<file path="config.mk">
export PLATFORM = sky130hd
export DESIGN_NAME = keypad_scanner
export DESIGN_NICKNAME = d
export VERILOG_FILES = /design/src/rtl/keypad_scanner.sv
export SDC_FILE = /design/constraint.sdc
export NUM_CORES = 1
export LEC_CHECK = 0
export CORE_ASPECT_RATIO = 1.5
export CORE_UTILIZATION = 40
export DETAILED_ROUTE_END_ITERATION = 10
export PLACE_DENSITY = 0.59
export SYNTH_ARGS = -nofsm -noshare
export SYNTH_HDL_FRONTEND = slang
export SYNTH_SLANG_ARGS = --single-unit
</file>
<file path="constraint.sdc">
create_clock -name clock -period 2.9 [get_ports clock]
set_clock_uncertainty 0.05 [all_clocks]
set_input_delay 0.725 -clock clock [delete_from_list [all_inputs] [get_ports clock]]
set_output_delay 0.725 -clock clock [all_outputs]
set_load 0.05 [all_outputs]
</file>
<file path="src/rtl/keypad_scanner.sv">
`default_nettype none
// ============================================================================
//  Module      : keypad_scanner
//  Description : 4x4 matrix keypad scanner. Walks an active-low row strobe
//                across the matrix, samples the synchronized columns at the
//                end of every row dwell, classifies each complete frame as
//                none / single key / multiple keys, and debounces presses
//                and releases over DEBOUNCE_COUNT consecutive frames.
//  Revision    : 1.0  initial release
// ============================================================================
module keypad_scanner #(
  parameter int SCAN_BITS      = 15,  // row dwell = 2**SCAN_BITS clocks
  parameter int DEBOUNCE_COUNT = 4    // identical frames to accept press/release
) (
  input  logic       clock,
  input  logic       reset,        // asynchronous, active low
  input  logic [3:0] col_in,       // active-low columns, asynchronous
  output logic [3:0] row_signals,  // active-low, one row low at a time
  output logic [3:0] key_code,     // row*4 + col of last accepted key
  output logic       key_valid,    // one-clock pulse per accepted press
  output logic       key_held      // high while the accepted key is down
);

  // Debounce counter only has to reach DEBOUNCE_COUNT, never beyond it.
  localparam int                CNT_W     = $clog2(DEBOUNCE_COUNT + 1);
  localparam logic [CNT_W-1:0]  DB_TARGET = CNT_W'(DEBOUNCE_COUNT);
  localparam logic [CNT_W-1:0]  DB_ONE    = CNT_W'(1);

  typedef enum logic [1:0] {
    ST_IDLE     = 2'd0,
    ST_DEBOUNCE = 2'd1,
    ST_PRESSED  = 2'd2,
    ST_RELEASE  = 2'd3
  } state_t;

  // --------------------------------------------------------------------------
  // Scan timing
  // --------------------------------------------------------------------------
  logic                 scan_en_q;   // low only until the first clock after reset
  logic [SCAN_BITS-1:0] scan_cnt_q;
  logic [1:0]           row_q;
  logic                 row_end;     // last clock of a row dwell
  logic                 frame_end;   // last clock of row 3 dwell

  assign row_end   = scan_en_q && (scan_cnt_q == {SCAN_BITS{1'b1}});
  assign frame_end = row_end && (row_q == 2'd3);

  // Dwell counter and row index; both held at zero until scanning starts so
  // that row 0 gets a full dwell on the first clock after reset release.
  always_ff @(posedge clock or negedge reset) begin
    if (!reset) begin
      scan_en_q  <= 1'b0;
      scan_cnt_q <= '0;
      row_q      <= 2'd0;
    end else begin
      scan_en_q <= 1'b1;
      if (scan_en_q) begin
        scan_cnt_q <= scan_cnt_q + 1'b1;
        if (row_end) begin
          row_q <= row_q + 2'd1;
        end
      end
    end
  end

  // Row drive is all-high (no row selected) while held in reset.
  assign row_signals = scan_en_q ? ~(4'b1000 >> row_q) : 4'b1111;

  // --------------------------------------------------------------------------
  // Column synchronizer
  // --------------------------------------------------------------------------
  logic [3:0] col_meta_q;
  logic [3:0] col_sync_q;

  // Two-flop synchronizer; resets to the idle (pulled-up) level.
  always_ff @(posedge clock or negedge reset) begin
    if (!reset) begin
      col_meta_q <= 4'b1111;
      col_sync_q <= 4'b1111;
    end else begin
      col_meta_q <= col_in;
      col_sync_q <= col_meta_q;
    end
  end

  // --------------------------------------------------------------------------
  // Frame classification
  // --------------------------------------------------------------------------
  // Hit counts saturate at 2: anything above one key is simply "multi".
  logic [1:0] frame_hits_q;
  logic [3:0] frame_code_q;
  logic [3:0] row_act;      // bit c set when column c is active this row
  logic [1:0] row_hits;
  logic [1:0] row_col;
  logic [1:0] sum_hits;
  logic [3:0] sum_code;

  // Column c is wired to col_in[3-c].
  assign row_act = {~col_sync_q[0], ~col_sync_q[1], ~col_sync_q[2], ~col_sync_q[3]};

  // Count active columns in the current row and merge with the frame so far.
  always_comb begin
    row_hits = 2'd0;
    row_col  = 2'd0;
    for (int c = 3; c >= 0; c--) begin
      if (row_act[c]) begin
        row_col = 2'(c);
        if (row_hits != 2'd2) begin
          row_hits = row_hits + 2'd1;
        end
      end
    end

    if (row_hits == 2'd0) begin
      sum_hits = frame_hits_q;
    end else if (frame_hits_q == 2'd0) begin
      sum_hits = row_hits;
    end else begin
      sum_hits = 2'd2;
    end

    sum_code = (frame_hits_q != 2'd0) ? frame_code_q : {row_q, row_col};
  end

  // Accumulate hits across the four row samples; cleared as each frame closes.
  always_ff @(posedge clock or negedge reset) begin
    if (!reset) begin
      frame_hits_q <= 2'd0;
      frame_code_q <= 4'd0;
    end else if (row_end) begin
      if (frame_end) begin
        frame_hits_q <= 2'd0;
        frame_code_q <= 4'd0;
      end else begin
        frame_hits_q <= sum_hits;
        frame_code_q <= sum_code;
      end
    end
  end

  logic frame_none;
  logic frame_single;
  assign frame_none   = (sum_hits == 2'd0);
  assign frame_single = (sum_hits == 2'd1);

  // --------------------------------------------------------------------------
  // Debounce FSM
  // --------------------------------------------------------------------------
  state_t           state_q,     state_d;
  logic [3:0]       cand_q,      cand_d;
  logic [CNT_W-1:0] cnt_q,       cnt_d;
  logic [3:0]       key_code_q,  key_code_d;
  logic             key_valid_q, key_valid_d;
  logic             key_held_q,  key_held_d;
  logic [CNT_W-1:0] cnt_inc;

  // cnt_q stays below DB_TARGET in DEBOUNCE/RELEASE, so the increment fits.
  assign cnt_inc = cnt_q + DB_ONE;

  // State and output registers.
  always_ff @(posedge clock or negedge reset) begin
    if (!reset) begin
      state_q     <= ST_IDLE;
      cand_q      <= 4'd0;
      cnt_q       <= '0;
      key_code_q  <= 4'd0;
      key_valid_q <= 1'b0;
      key_held_q  <= 1'b0;
    end else begin
      state_q     <= state_d;
      cand_q      <= cand_d;
      cnt_q       <= cnt_d;
      key_code_q  <= key_code_d;
      key_valid_q <= key_valid_d;
      key_held_q  <= key_held_d;
    end
  end

  // Next-state logic; decisions are taken only as a frame completes.
  always_comb begin
    state_d     = state_q;
    cand_d      = cand_q;
    cnt_d       = cnt_q;
    key_code_d  = key_code_q;
    key_valid_d = 1'b0;
    key_held_d  = key_held_q;

    if (frame_end) begin
      case (state_q)
        ST_IDLE: begin
          if (frame_single) begin
            cand_d = sum_code;
            cnt_d  = DB_ONE;
            if (DB_ONE == DB_TARGET) begin
              key_code_d  = sum_code;
              key_valid_d = 1'b1;
              key_held_d  = 1'b1;
              state_d     = ST_PRESSED;
            end else begin
              state_d = ST_DEBOUNCE;
            end
          end
        end

        ST_DEBOUNCE: begin
          if (frame_single && (sum_code == cand_q)) begin
            cnt_d = cnt_inc;
            if (cnt_inc == DB_TARGET) begin
              key_code_d  = cand_q;
              key_valid_d = 1'b1;
              key_held_d  = 1'b1;
              state_d     = ST_PRESSED;
            end
          end else begin
            state_d = ST_IDLE;
          end
        end

        ST_PRESSED: begin
          // Any key (including rollover) keeps the current press alive.
          if (frame_none) begin
            cnt_d = DB_ONE;
            if (DB_ONE == DB_TARGET) begin
              key_held_d = 1'b0;
              state_d    = ST_IDLE;
            end else begin
              state_d = ST_RELEASE;
            end
          end
        end

        ST_RELEASE: begin
          if (frame_none) begin
            cnt_d = cnt_inc;
            if (cnt_inc == DB_TARGET) begin
              key_held_d = 1'b0;
              state_d    = ST_IDLE;
            end
          end else begin
            // Bounce back to held without reporting a new press.
            state_d = ST_PRESSED;
          end
        end

        default: begin
          state_d = ST_IDLE;
        end
      endcase
    end
  end

  assign key_code  = key_code_q;
  assign key_valid = key_valid_q;
  assign key_held  = key_held_q;

endmodule
`default_nettype wire
</file>
Word level (Yosys, flattened, before mapping). Index checks and enable logic that the tools add are counted.

Output and inout port bits: 10. Bits in read-only memories: 0. Input bits: 6. Memories kept: 0. Register bits after elaboration: 47. Bits in latches: 0. Logic and storage cells: 93. Bits in writable memories: 0.

Bitwise gates (word level): 1. Multiply operators: 0. Reductions and logical operators: 15. Mux-type cells: 38. Divide/modulo/power cells: 0. Add/sub/neg operators: 6. Shift-type cells: 1. Equal/unequal tests: 19. Order comparisons: 0.

Operator list (number): $mux W2 (19); $ne A2 B2 Y1 const B (9); $add A15 B1 Y15 const B (1); $eq A15 B15 Y1 const B (1); $mux W3 (4); $mux W4 (3); $pmux W3 S4 (1); $reduce_and A5 Y1 (2); $mux W1 (9); $add A2 B1 Y2 const B (4); $logic_not A2 Y1 (4); $pmux W2 S4 (1); $eq A2 B2 Y1 const B (3); $ne A3 B3 Y1 const B (2); $reduce_and A6 Y1 (1); $eq A2 B1 Y1 const B (2); $eq A4 B4 Y1 (1); $not A4 Y4 (1); $reduce_and A4 Y1 (1); $reduce_bool A2 Y1 (2); $shr A4 B2 Y4 const A (1); $add A3 B1 Y3 const B (1); $eq A3 B3 Y1 const B (1); $logic_and A1 B1 Y1 (3); other kinds (3) (3).

Logic depth before layout (Yosys ltp).
Word-level depth: 17. Mapped depth: 11.

Worst setup path after synthesis. OpenSTA, ideal clock, no wires.

Kind: reg2reg. Start: reg col_sync_q[0]. End: reg key_code_q[0], in the netlist key_code[0]. Period minus slack after synthesis: 2.947 ns. Arrival time: 2.773 ns. Path buffers: 0. Setup time: 0.125 ns. Slack: -0.047 ns. Data required time: 2.725 ns. Cell stages (with the launch flop): 12. Cell sequence: dfstp_2 inv_1 ha_1 mux2_4 inv_2 ha_1 nor2b_1 a31o_2 o21bai_1 nor4b_4 nand2_4 mux2_2.

Word-level cells in the longest chain between the ends: 15. Elaborated cells between the ends (all ways): 25. Those cells by class: 3 x add/sub; 5 x eq/ne; 14 x mux; 3 x reduce/logical.

RTL lines: start: declaration (line 73) `logic [3:0] col_sync_q;`; start signal: assignment (line 82) `col_sync_q <= col_meta_q;`; $mux W1 (line 106) `if (row_act[c]) begin`; $add A2 B1 Y2 or $ne A2 B2 Y1 (tied branches) (line 109, 108); $mux W2 (line 108) `if (row_hits != 2'd2) begin`; $mux W2 (line 106); $add A2 B1 Y2 or $ne A2 B2 Y1 (tied branches) (line 109, 108); $mux W2 (line 108); $mux W2 (line 106); $add A2 B1 Y2 or $ne A2 B2 Y1 (tied branches) (line 109, 108); $mux W2 (line 108); $mux W2 (line 106); $mux W2 or $logic_not A2 Y1 (tied branches) (line 116, 114); $mux W2 (line 114) `if (row_hits == 2'd0) begin`; $eq A2 B1 Y1 (line 144) `assign frame_single = (sum_hits == 2'd1);`; $logic_and A1 B1 Y1 (*) (line 206) `if (frame_single && (sum_code == cand_q)) begin`; $reduce_and A4 Y1 (no line) (*); end signal: assignment (line 173) `key_code_q <= key_code_d;`; end: declaration (line 152) `logic [3:0] key_code_q, key_code_d;`.

Mark *: on every way between the ends. The rest lies on a longest branch, timed or not. A chain may end at the register's enable or synchronous reset.

Final worst setup path.
Start: reg col_sync_q[1]. End: reg key_code_q[1], in the netlist key_code[1].

Word-level cells in the longest chain between the ends: 12. Elaborated cells between the ends (all ways): 20. Those cells by class: 2 x add/sub; 4 x eq/ne; 11 x mux; 3 x reduce/logical.

RTL lines (line): $mux W2 (106); $add A2 B1 Y2 or $ne A2 B2 Y1 (tied branches) (109, 108); $mux W2 (108); $mux W2 (106); $add A2 B1 Y2 or $ne A2 B2 Y1 (tied branches) (109, 108); $mux W2 (108); $mux W2 (106); $mux W2 or $logic_not A2 Y1 (tied branches) (116, 114); $mux W2 (114); $eq A2 B1 Y1 (144); $logic_and A1 B1 Y1 (*) (206); $reduce_and A4 Y1 (no line) (*).

Marked as above.

==> reports/metrics.yaml <==
route:
  drc: 0
  drtIter0Drc: 66
  finalWirelength_microns: 4860
  avgViaCountPerCell: 5.22
  num_vias: 1797
  ant_nets: 0
  dr.pass1.iters: 5
  avgRoutedWirePerCell_microns: 14.1
synth:
  synth-edff-count: 0
  syn_inst: 237
  synthTopCellsByArea: "dfrtp_1 (39%), dfstp_2 (8.5%), ha_1 (6.1%), xnor2_1 (5.3%), nand2_1 (3.9%)"
  synth_top_area_frac: 0.394
  synthArstFlopShare: 1.00
  ys_warn_count: 0
  syn_area_sq_um: 2480
  ys_ff_latch: 47
  synth_top_area_cell: "dfrtp_1"
  synthFlopType: "dfrtp_1"
  synth.most_common_cell: "dfrtp_1"
  synth_cell_types: 49
  synth.top_cells.by_count: "dfrtp_1 (39), nand2_1 (26), nor2_1 (16), xnor2_1 (15), ha_1 (12)"
  ys_seq_area_frac: 0.479
  syn_nets: 255
  syn_area_per_cell_sq_um: 10.5
placed_design:
  globalplace.congestion: 0.759
  dp.cells: 331
  io_buffers: 15
  detailed_place_hpwl_microns: 3490
  dpl_cell_area_sq_um: 2800
  dp_slack_ns: -0.0959
floorplanning:
  coreArea_sq_um: 5870
  ios: 16
  die_w_microns: 66.3
  die-area_sq_um: 6520
  num_rows: 34
  start_util: 0.422
  fp.dieH_microns: 98.4
cts:
  clock-sinks: 47
  holdBufCountCts: 0
  clk_latency_ns: 0.30
  clk_pin_slew_ns: 0.09
  cts_tree: "yes"
  ctsLongestPathBuffers: 2
  clock-root-buffer: "clkbuf_8"
  htree_num_levels: 2
  numCtsBuffers: 5
setup_path:
  crit_path_max_fanout: 4
  slowest_delay_ns: 0.54
  end_kind: "flip-flop"
  cp_slowest_cell: "dfstp_2"
  crit_type: "flip-flop to flip-flop"
  crit_path_start_kind: "flip-flop"
  crit_chain: "inv_2, ha_4, mux2_4, inv_4, ha_4, nor2b_4, a31o_4, o21bai_4, nor4b_4, buf_4, nand2_4, mux2_4"
  cp.required_ns: 3.03
  arrival_ns: 3.01
finish:
  multiInputGateArea_sq_um: 1300
  design_area_sq_um: 2990
  antenna_cells: 0
  fin_nets: 289
  final-instance-count-excl-fill: 344
  syn_to_final_growth_pct: 20.7
  drive_gt1_frac: 0.210
  n_fill_cell: 555
  regArea_sq_um: 1190
power_and_ir_drop:
  seqPwrFrac: 0.564
  vdd_drop_max_mv: 0.441
  combPwrFrac: 0.149
  switchingPower_uw: 367
  clkPwrFrac: 0.287
  switching_share: 0.270
  p_per_area_nw_per_um2: 455
  total_power_uw: 1360
  cellLeakagePower_uw: 0.00136
  intPower_uw: 993
global_routing:
  grt_pass1_vias: 1883
  grt_start_max_net_pins: 19
  antenna_found_initial: 0
  grt_use_total: 0.169
  overflow: 0
  grt_pass1_wl_microns: 8570
sta:
  worst_slew_pin_slew_ns: 0.497
  rsz0062_at_grt: "yes"
  hold_slack_ns: 0.287
  hold_viol: 0
  fin_crit_sh: 0.995
  fin_crit_ns: 2.88
  setup_slack_ns: 0.0159
  max_freq_mhz: 347
  finalSetupViolCount: 0
  drv_slew: 0
  max_slew_margin: 0.668
status:
  status: "complete, no violations"
run:
  drv_cap: 0
hold_path:
  min_path_type: "primary input to asynchronous set/reset pin"
==> layout make-up <==
cell class	instances	share of cell area
repair buffers	34	0.0954
inverters	11	0.0146
clock inverters	2	0.00418
clock buffers	6	0.0243
multi-input cells	172	0.435
flip-flops and latches	47	0.397
well taps	72	0.0301
==> cell usage in the layout (no fill, tap or decap), drive strengths merged, types with 2 or more instances in the layout <==
cell	count
a2111oi	2
a21boi	3
a21o	2
a21oi	4
a31oi	4
and3	4
and3b	2
and4	2
buf	20
clkbuf	6
clkdlybuf4s50	14
dfrtp	39
dfstp	8
ha	12
inv	11
mux2	7
mux2i	3
nand2	27
nand2b	7
nand3	11
nand4	5
nor2	16
nor2b	2
nor3	9
nor3b	2
nor4b	2
o2111ai	2
o21a	3
o21ai	8
xnor2	15
xor2	6
==> kinds of logic after synthesis <==
kind of cell             Yosys count  synth area share
AND/OR/NAND/NOR                   92             0.198
AO/OA/AOI/OAI                     36             0.110
multiplexers                      10            0.0455
buffers and inverters             18            0.0313
XOR/XNOR                          21            0.0742
flip-flops                        47             0.479
adder cells (fa/ha/maj)           12            0.0606
other                              1           0.00151
==> per-layer routing <==
metal,vias to the layer above,wire (microns),global-route usage
met1,879,2110,0.205
met2,21,2540,0.284
met3,10,102,0.0327
met5,-,0,0
met4,0,112,0.0753
li1,887,-,-
==> worst max-delay path: cells and delay by family (launching register included) <==
| family | cells | cell delay [ns] |
|---|---|---|
| fa+ha+maj | 2 | 0.40 |
| buf+inv | 3 | 0.27 |
| flops | 1 | 0.54 |
| compound gates | 2 | 0.40 |
| mux | 2 | 0.58 |
| simple gates | 3 | 0.51 |
==> path summary, 6_finish.rpt <==
path,to,startpoint,slack [ns],cells after the start
max reg2reg,key_code[1],col_sync_q[1],0.02,12
max in group asynchronous,col_meta_q[3],reset,1.89,2
min,cand_q[3],reset,0.29,1
min reg2reg,col_sync_q[1],col_meta_q[1],0.31,0
max,key_code[1],col_sync_q[1],0.02,12
min in group clock,col_sync_q[1],col_meta_q[1],0.31,0
==> registers in the layout (all words and copies together) (netlist names) <==
register / count
cand_q: 4
cnt_q: 3
col_meta_q: 4
col_sync_q: 4
frame_code_q: 4
frame_hits_q: 2
key_code: 4
key_held: 1
key_valid: 1
row_q: 2
scan_cnt_q: 15
scan_en_q: 1
state_q: 2
==> power by group through the flow <==
stage	registers (uW)	clock network (uW)	logic, uW
floorplan	764	0	130
global placement	776	0	182
detailed placement	778	0	185
CTS	766	402	194
global route	779	429	231
finish	767	390	203
==> through the flow <==
| stage | utilization | TNS (ns) |
|---|---|---|
| floorplan | - | -0.0579 |
| global placement | 0.477 | 0 |
| detailed placement | 0.477 | -0.237 |
| CTS | 0.501 | 0 |
| global route | 0.509 | -0.134 |
| finish | 0.509 | 0 |
==> timing repair <==
action / 4_1_cts / 5_1_grt
setup buffers: 0 / 4
cloned: 1 / 0
setup endpoints to repair: 7 / 6
pin swaps: 1 / 3
resized for setup: 7 / 5
Note: power is estimated with default switching activity, not from simulation.
